### config.mk
export PLATFORM = sky130hd
export DESIGN_NAME = mc_control
export DESIGN_NICKNAME = d
export VERILOG_FILES = /design/src/rtl/mc_control.sv
export SDC_FILE = /design/constraint.sdc
export NUM_CORES = 1
export LEC_CHECK = 0
export ABC_AREA = 1
export CAP_MARGIN = 20
export CORE_ASPECT_RATIO = 0.75
export CORE_UTILIZATION = 48
export CTS_BUF_LIST = sky130_fd_sc_hd__clkbuf_2
export CTS_CLUSTER_SIZE = 20
export DETAILED_ROUTE_END_ITERATION = 10
export GPL_TIMING_DRIVEN = 1
export PLACE_DENSITY = 0.87
export REMOVE_ABC_BUFFERS = 1
export SLEW_MARGIN = 0
export SYNTH_ARGS = -nofsm -noshare
export SYNTH_HDL_FRONTEND = slang
export SYNTH_SLANG_ARGS = --single-unit
### constraint.sdc
create_clock -name clk -period 1.9 [get_ports clk]
set_clock_uncertainty 0.05 [all_clocks]
set_input_delay 0.57 -clock clk [delete_from_list [all_inputs] [get_ports clk]]
set_output_delay 0.57 -clock clk [all_outputs]
set_load 0.03 [all_outputs]
### src/rtl/mc_control.sv
// Multicycle CPU control FSM: FETCH/DECODE/EXEC/MEM/WB sequencing with memory wait timeout.
// Latency: strobes are combinational from state; 3 cycles (BEQ), 4 (R-type, SW), 5 (LW) with zero memory wait.
// Backpressure: stalls in FETCH/MEM until mem_ready; abandons the access after TMO not-ready cycles.
//
// Ports:
//   clk, rst_n (sync, active-low), Clear (sync flush)
//   in        opcode sampled when the IR loads (0 R-type, 1 LW, 2 SW, 3 BEQ, others illegal)
//   mem_ready memory access completes this cycle
//   zero      ALU zero flag, consumed by BEQ in EXEC
//   PCWrite..ALUOp  datapath strobes
//   state     current state, done/illegal/timeout one-cycle pulses, count retired instructions
module mc_control #(
    parameter int OPW = 2,
    parameter int CW  = 16,
    parameter int TMO = 15
) (
    input  logic           clk,
    input  logic           rst_n,
    input  logic           Clear,
    input  logic [OPW-1:0] in,
    input  logic           mem_ready,
    input  logic           zero,
    output logic           PCWrite,
    output logic           IRWrite,
    output logic           RegDst,
    output logic           RegWrite,
    output logic           ALUSrc,
    output logic           Branch,
    output logic           MemRead,
    output logic           MemWrite,
    output logic           MemtoReg,
    output logic           ALUOp,
    output logic [2:0]     state,
    output logic           done,
    output logic           illegal,
    output logic           timeout,
    output logic [CW-1:0]  count
);

    localparam logic [2:0] FETCH  = 3'd0;
    localparam logic [2:0] DECODE = 3'd1;
    localparam logic [2:0] EXEC   = 3'd2;
    localparam logic [2:0] MEM    = 3'd3;
    localparam logic [2:0] WB     = 3'd4;

    localparam logic [1:0] OP_R   = 2'd0;
    localparam logic [1:0] OP_LW  = 2'd1;
    localparam logic [1:0] OP_SW  = 2'd2;
    localparam logic [1:0] OP_BEQ = 2'd3;

    localparam int WW = (TMO > 1) ? $clog2(TMO + 1) : 1;

    logic [2:0]     stateQ;
    logic [2:0]     nextState;
    logic [OPW-1:0] opQ;
    logic [OPW-1:0] opHi;
    logic [1:0]     opLo;
    logic           legal;
    logic [WW-1:0]  waitCnt;
    logic           waitHit;
    logic [CW-1:0]  countQ;

    // Opcodes above 3 are illegal; only the upper bits need inspecting.
    assign opHi  = opQ >> 2;
    assign legal = (opHi == '0);
    assign opLo  = opQ[1:0];

    // The cycle in which the TMO-th consecutive not-ready cycle is observed.
    // mem_ready in that same cycle still wins.
    assign waitHit = (waitCnt == WW'(TMO - 1));

    assign state = stateQ;
    assign count = countQ;

    always_comb begin
        PCWrite   = 1'b0;
        IRWrite   = 1'b0;
        RegDst    = 1'b0;
        RegWrite  = 1'b0;
        ALUSrc    = 1'b0;
        Branch    = 1'b0;
        MemRead   = 1'b0;
        MemWrite  = 1'b0;
        MemtoReg  = 1'b0;
        ALUOp     = 1'b0;
        done      = 1'b0;
        illegal   = 1'b0;
        timeout   = 1'b0;
        nextState = stateQ;

        if (Clear) begin
            nextState = FETCH;
        end else if (rst_n) begin
            case (stateQ)
                FETCH: begin
                    MemRead = 1'b1;
                    if (mem_ready) begin
                        IRWrite   = 1'b1;
                        PCWrite   = 1'b1;
                        nextState = DECODE;
                    end else if (waitHit) begin
                        timeout   = 1'b1;
                        nextState = FETCH;
                    end
                end
                DECODE: begin
                    if (legal) begin
                        nextState = EXEC;
                    end else begin
                        illegal   = 1'b1;
                        nextState = FETCH;
                    end
                end
                EXEC: begin
                    case (opLo)
                        OP_R: begin
                            ALUOp     = 1'b1;
                            nextState = WB;
                        end
                        OP_LW, OP_SW: begin
                            ALUSrc    = 1'b1;
                            ALUOp     = 1'b1;
                            nextState = MEM;
                        end
                        default: begin
                            Branch    = 1'b1;
                            PCWrite   = zero;
                            done      = 1'b1;
                            nextState = FETCH;
                        end
                    endcase
                end
                MEM: begin
                    if (opLo == OP_LW) begin
                        MemRead = 1'b1;
                    end else begin
                        MemWrite = 1'b1;
                    end
                    if (mem_ready) begin
                        if (opLo == OP_LW) begin
                            nextState = WB;
                        end else begin
                            done      = 1'b1;
                            nextState = FETCH;
                        end
                    end else if (waitHit) begin
                        timeout   = 1'b1;
                        nextState = FETCH;
                    end
                end
                WB: begin
                    RegWrite = 1'b1;
                    if (opLo == OP_R) begin
                        RegDst = 1'b1;
                    end else begin
                        MemtoReg = 1'b1;
                    end
                    done      = 1'b1;
                    nextState = FETCH;
                end
                default: begin
                    nextState = FETCH;
                end
            endcase
        end
    end

    always_ff @(posedge clk) begin
        if (!rst_n) begin
            stateQ  <= FETCH;
            opQ     <= '0;
            countQ  <= '0;
            waitCnt <= '0;
        end else begin
            stateQ <= nextState;
            if (Clear) begin
                // Flush: opcode and retire count are kept.
                waitCnt <= '0;
            end else begin
                if (stateQ == FETCH && mem_ready) begin
                    opQ <= in;
                end
                if (done) begin
                    countQ <= countQ + 1'b1;
                end
                // Any state change or timeout re-entry counts as a fresh entry.
                if (nextState != stateQ || timeout) begin
                    waitCnt <= '0;
                end else if ((stateQ == FETCH || stateQ == MEM) && !mem_ready) begin
                    waitCnt <= waitCnt + 1'b1;
                end
            end
        end
    end

endmodule

==> results of run 1 <==
final timing paths:
kind	from	endpoint	slack [ns]	depth (start not counted)
setup / recovery	state[1]	ALUOp	-0.39	6
hold reg to reg	count[14]	count[14]	0.48	2
setup reg to reg	opLo[1]	waitCnt[3]	0.02	13
hold / removal	count[14]	count[14]	0.48	2
cells in the mapped netlist (all sizes together):
| library cell | instances |
|---|---|
| nand2 | 67 |
| inv | 29 |
| nor2 | 29 |
| dfxtp | 25 |
| nand3 | 20 |
| a21oi | 16 |
| nor3 | 12 |
| xor2 | 8 |
| ha | 7 |
| o21ai | 7 |
| nand4 | 5 |
| buf | 4 |
| xnor2 | 3 |
| nor3b | 2 |
| a211oi | 1 |
| a21boi | 1 |
| a31oi | 1 |
| conb | 1 |
| or2 | 1 |
worst max-delay path, stage by stage, from the launching register on:
cell and delay (ns):
dfxtp_4 0.47, inv_4 0.06, nor3_4 0.19, buf_6 0.13
nand2_1 0.07, nor2_1 0.18, buf_4 0.19
registers in the layout, indices dropped and copies added (netlist names):
register,flops
count,16
opLo,2
state,3
waitCnt,4
cell families after synthesis:
group	Yosys count
XOR/XNOR	11
adder cells (fa/ha/maj)	7
buffers and inverters	33
other	1
flip-flops	25
AO/OA/AOI/OAI	26
AND/OR/NAND/NOR	136
final cells by class:
class | count | area share, %
clock buffers | 3 | 0.602
clock inverters | 1 | 0.301
inverters | 29 | 4.76
multi-input cells | 181 | 45.9
flip-flops and latches | 25 | 20.6
well taps | 40 | 2.01
repair buffers | 78 | 25.8
metrics by stage:
| step | setup slack, ns | total power [mW] | instance area, µm² | instances | hold slack [ns] |
|---|---|---|---|---|---|
| 6_report | -0.389 | 0.953 | 2500 | 357 | 0.477 |
| 3_5_place_dp | -0.531 | 0.683 | 2230 | 339 | 0.449 |
| 4_1_cts | -0.348 | 0.938 | 2450 | 356 | 0.477 |
| 5_1_grt | -0.474 | 0.986 | 2500 | 357 | 0.505 |
| 3_3_place_gp | -0.490 | 0.679 | 2230 | 339 | 0.447 |
| 2_1_floorplan | -0.417 | 0.618 | 1640 | 235 | 0.445 |
repair_timing:
action                     CTS  global route
resized for setup           66            34
setup buffers               14             4
cloned                       0             0
pin swaps                   10             6
setup endpoints to repair   30            29
layout by cell type, fill, tap and decap left out, types with 2 or more instances in the layout:
cell	Yosys	layout
nor2_4	2	3
nor3b_2	0	2
nor3_4	1	2
clkdlybuf4s50_1	0	3
nand2_2	14	17
a21oi_1	7	7
a21oi_2	9	9
nand3_4	0	2
nor3_1	10	8
nor2_1	25	21
nor3_2	1	2
inv_4	0	2
nand4_1	5	5
inv_2	2	5
buf_6	1	12
nor2_2	2	5
nand2_1	51	48
inv_1	26	21
dlygate4sd2_1	0	8
xor2_1	8	8
dfxtp_2	0	2
ha_1	7	4
nand3_1	19	14
dfxtp_1	25	20
nand2_4	2	2
dfxtp_4	0	3
clkdlybuf4s15_1	0	4
xnor2_1	3	3
o21ai_0	7	6
buf_4	1	42
ha_4	0	2
clkbuf_2	0	10
nand3_2	1	4
metal layers:
| layer | vias up | GRT usage, % | part of all wire, % |
|---|---|---|---|
| li1 | 926 | - | - |
| met1 | 912 | 36.1 | 44 |
| met2 | 106 | 46.8 | 46 |
| met3 | 15 | 6.10 | 7.4 |
| met4 | 0 | 14.7 | 3.3 |
| met5 | - | 0 | 0 |
power breakdown:
group | switching [mW] | internal, mW
Clock | 0.187 | 0.0487
Sequential | 0.00831 | 0.531
Combinational | 0.100 | 0.0781
==> qor.yml, run 1 <==
status: "complete, but fails checks"
violations: "setup timing"
viasPerCell: 5.49
num_rows: 18
die-area_mm2: 0.00374
end_kind: "primary output"
fin_crit_ns: 2.29
fin_util_pct: 75.4
drive_gt1_share_pct: 42.0
drc: 0
netlist_area_mm2: 0.00168
diodes: 0
cp.arrival_ns: 1.67
grt.total_usage_pct: 28.7
drt_wl_total_um: 5620
p_per_area_mw_per_mm2: 382
clock_path_buffers: 2
cts-root-buf: "clkbuf_2"
top_level_ports: 39
hold_buffers: 0
dpl.hpwl_um: 3300
synth_top_family_by_area: "simple AND/OR/NAND/NOR gates"
antenna_left: 0
synthCells: 239
synth.mux.area_fraction_pct: 0
path_clk_slew_ns: 0.26
synth_fa_ha_area_share_pct: 5.22
rsz0062_at_grt: "yes"
nets: 332
h-tree-depth: 1
yosys.area_share.xor_xnor_pct: 5.74
max-cap-violations: 0
ff_latch_area_um2: 514
dieHeight_um: 53.2
grt_pass1_vias: 1723
multi_input_area_mm2: 0.00115
final_max_slew_viol_count: 0
drtIter0Drc: 141
initial_utilization_pct: 50.7
finalHoldViolations: 0
setup_viol: 13
ys_seq_area_share_pct: 29.8
yosysTopAreaCellShare_pct: 29.8
ys_ff_latch: 25
synth.distinct_cells: 32
crit_fanout: 4
p_leak_nw: 1.08
cts_sinks: 25
yosys.area_share.simple_pct: 39.6
syn_area_per_cell_um2: 7.03
fin_ws_ns: -0.389
io_buffers: 37
max_freq_mhz: 437
overflow: 0
first_pass_iters: 4
fin_crit_sh_pct: 120
synth_largest_area_cell: "dfxtp_1"
grt_max_degree: 19
synth_compound_area_share_pct: 10.1
vias: 1959
critPathRequiredTime_ns: 1.28
worstSetupPathType: "flip-flop to primary output"
antenna_found_initial: 0
hold_class: "flip-flop to flip-flop"
fillers: 242
syn_to_final_growth_pct: 48.7
ir_worst_vdd_uv: 225
synth.area.top_cells: "dfxtp_1 30%, nand2_1 11%, inv_1 5.8%"
yosysWarnings: 0
cp-start-kind: "flip-flop"
coreArea_mm2: 0.00331
clock_latency_ns: 0.39
tns_ns: -3.45
wl_per_cell_um: 15.7
cts_tree: "built"
die_w_um: 70.3
grt_pass1_wl_um: 8220
cts_made_buffers: 3
gp_congestion: 0.917
(Power assumes the default switching activity.)
==> run 2: changes to the inputs <==
Settings changed: GPL_TIMING_DRIVEN 1 to 0.
==> qor.yml, run 2 (synthesis gave the netlist of run 1 again) <==
num_rows: 18  # unchanged
top_level_ports: 39  # unchanged
clock_latency_ns: 0.37  # -0.02 ns
cts_tree: "built"
final_cells: 344  # -3.6%
first_pass_iters: 5  # +1
syn_to_final_growth_pct: 47.3
antenna_found_initial: 0  # unchanged
fin_area_mm2: 0.00247  # -0.90%
final_common_cell: "nand2_1"
fin_ws_ns: -0.442  # -0.0529 ns
vias: 1951  # -0.41%
rsz0062_at_grt: "yes"
clock_path_buffers: 2  # unchanged
cts_sinks: 25  # unchanged
antenna_left: 0  # unchanged
die_w_um: 70.3  # unchanged
initial_utilization_pct: 50.7  # unchanged
dieHeight_um: 53.2  # unchanged
overflow: 0  # unchanged
drive_gt1_share_pct: 43.8  # +1.8 points
finalHoldViolations: 0  # unchanged
preCtsSetupSlack_ns: -1.38  # -0.851 ns
end_kind: "primary output"
path_clk_slew_ns: 0.26  # about the same
most-common-layout-cells: "47 x nand2_1, 29 x buf_4, 19 x nor2_1"
power_mw: 0.947  # -0.60%
gp_congestion: 0.854  # -6.9%
hold_class: "flip-flop to flip-flop"
ff2ff_path_depth: 16  # +3
die-area_mm2: 0.00374  # unchanged
dpl.hpwl_um: 2860  # -13%
h-tree-depth: 1  # unchanged
max_freq_mhz: 427  # -2.3%
dp_cells: 312  # -8.0%
violations: "setup timing"
fin_crit_sh_pct: 123  # +2.8 points
fin_crit_ns: 2.34  # +0.0529 ns
fin_util_pct: 74.7  # -0.68 points
nets: 319  # -3.9%
cp-start-kind: "flip-flop"
fillers: 238  # -1.7%
status: "complete, but fails checks"
cp.arrival_ns: 1.72  # +0.05 ns
hold_depth: 2  # unchanged
final_max_slew_viol_count: 0  # unchanged
drtIter0Drc: 163  # +16%
ir_worst_vdd_uv: 296  # +31%
wl_per_cell_um: 17.0  # +8.0%
grt_pass1_vias: 1621  # -5.9%
cts-root-buf: "clkbuf_2"
worstSetupPathType: "flip-flop to primary output"
grt.total_usage_pct: 27.0  # -1.7 points
grt_pass1_wl_um: 7800  # -5.0%
coreArea_mm2: 0.00331  # unchanged
whs_ns: 0.476  # -0.00133 ns
largest_reg_flops: 16  # unchanged
viasPerCell: 5.67  # +3.4%
p_per_area_mw_per_mm2: 383  # +0.30%
crit_fanout: 5  # +1
tns_ns: -4.75  # -1.30 ns
max-cap-violations: 0  # unchanged
drt_wl_total_um: 5840  # +4.0%
drc: 0  # unchanged
hold_buffers: 0  # unchanged
io_buffers: 37  # unchanged
detailed_place.area_mm2: 0.00206  # -7.6%
cts_made_buffers: 3  # unchanged
diodes: 0  # unchanged
p_leak_nw: 1.02  # -5.1%
setup_viol: 18  # +5
grt_max_degree: 19  # unchanged
critPathRequiredTime_ns: 1.28  # about the same
==> run 2: timing repair <==
action                     4_1_cts  5_1_grt
pin swaps                       11       16
buffers inserted                18        9
cloned                           1        0
gates resized for setup        152       53
setup endpoints to repair       33       32
==> run 2: final cells by class <==
| type | instances | area [µm²] | area share, % |
|---|---|---|---|
| Multi-Input combinational cell | 182 | 1210 | 49.0 |
| Tap cell | 40 | 50.0 | 2.02 |
| Inverter | 29 | 138 | 5.56 |
| Clock buffer | 4 | 20.0 | 0.809 |
| Timing Repair Buffer | 64 | 532 | 21.5 |
| Sequential cell | 25 | 523 | 21.1 |
==> run 2: report_power, final <==
| group | internal [mW] | switching (mW) | total (mW) |
|---|---|---|---|
| Combinational | 0.0747 | 0.111 | 0.186 |
| Sequential | 0.527 | 0.0109 | 0.538 |
| Clock | 0.0555 | 0.167 | 0.223 |
==> run 2: final timing paths <==
check        startpoint          to  slack (ns)
min           count[12]   count[12]        0.48
max            state[0]     MemRead       -0.44
min reg2reg   count[12]   count[12]        0.48
max reg2reg    state[0]  waitCnt[1]       -0.32
==> run 2: layer usage <==
layer  vias up  part of all wire, %  GRT usage, %
met5         -                    0             0
met4         0                  3.7          11.0
met3        27                  6.6          4.57
met2       117                   48          44.3
met1       902                   41          35.5
li1        905                    -             -
==> run 2: critical path, cell delays in order, from the launching register on <==
cell	delay (ns)
dfxtp_4	0.48
buf_12	0.12
nand2_4	0.05
nor2_4	0.14
nand2_1	0.11
a211oi_2	0.24
buf_4	0.20
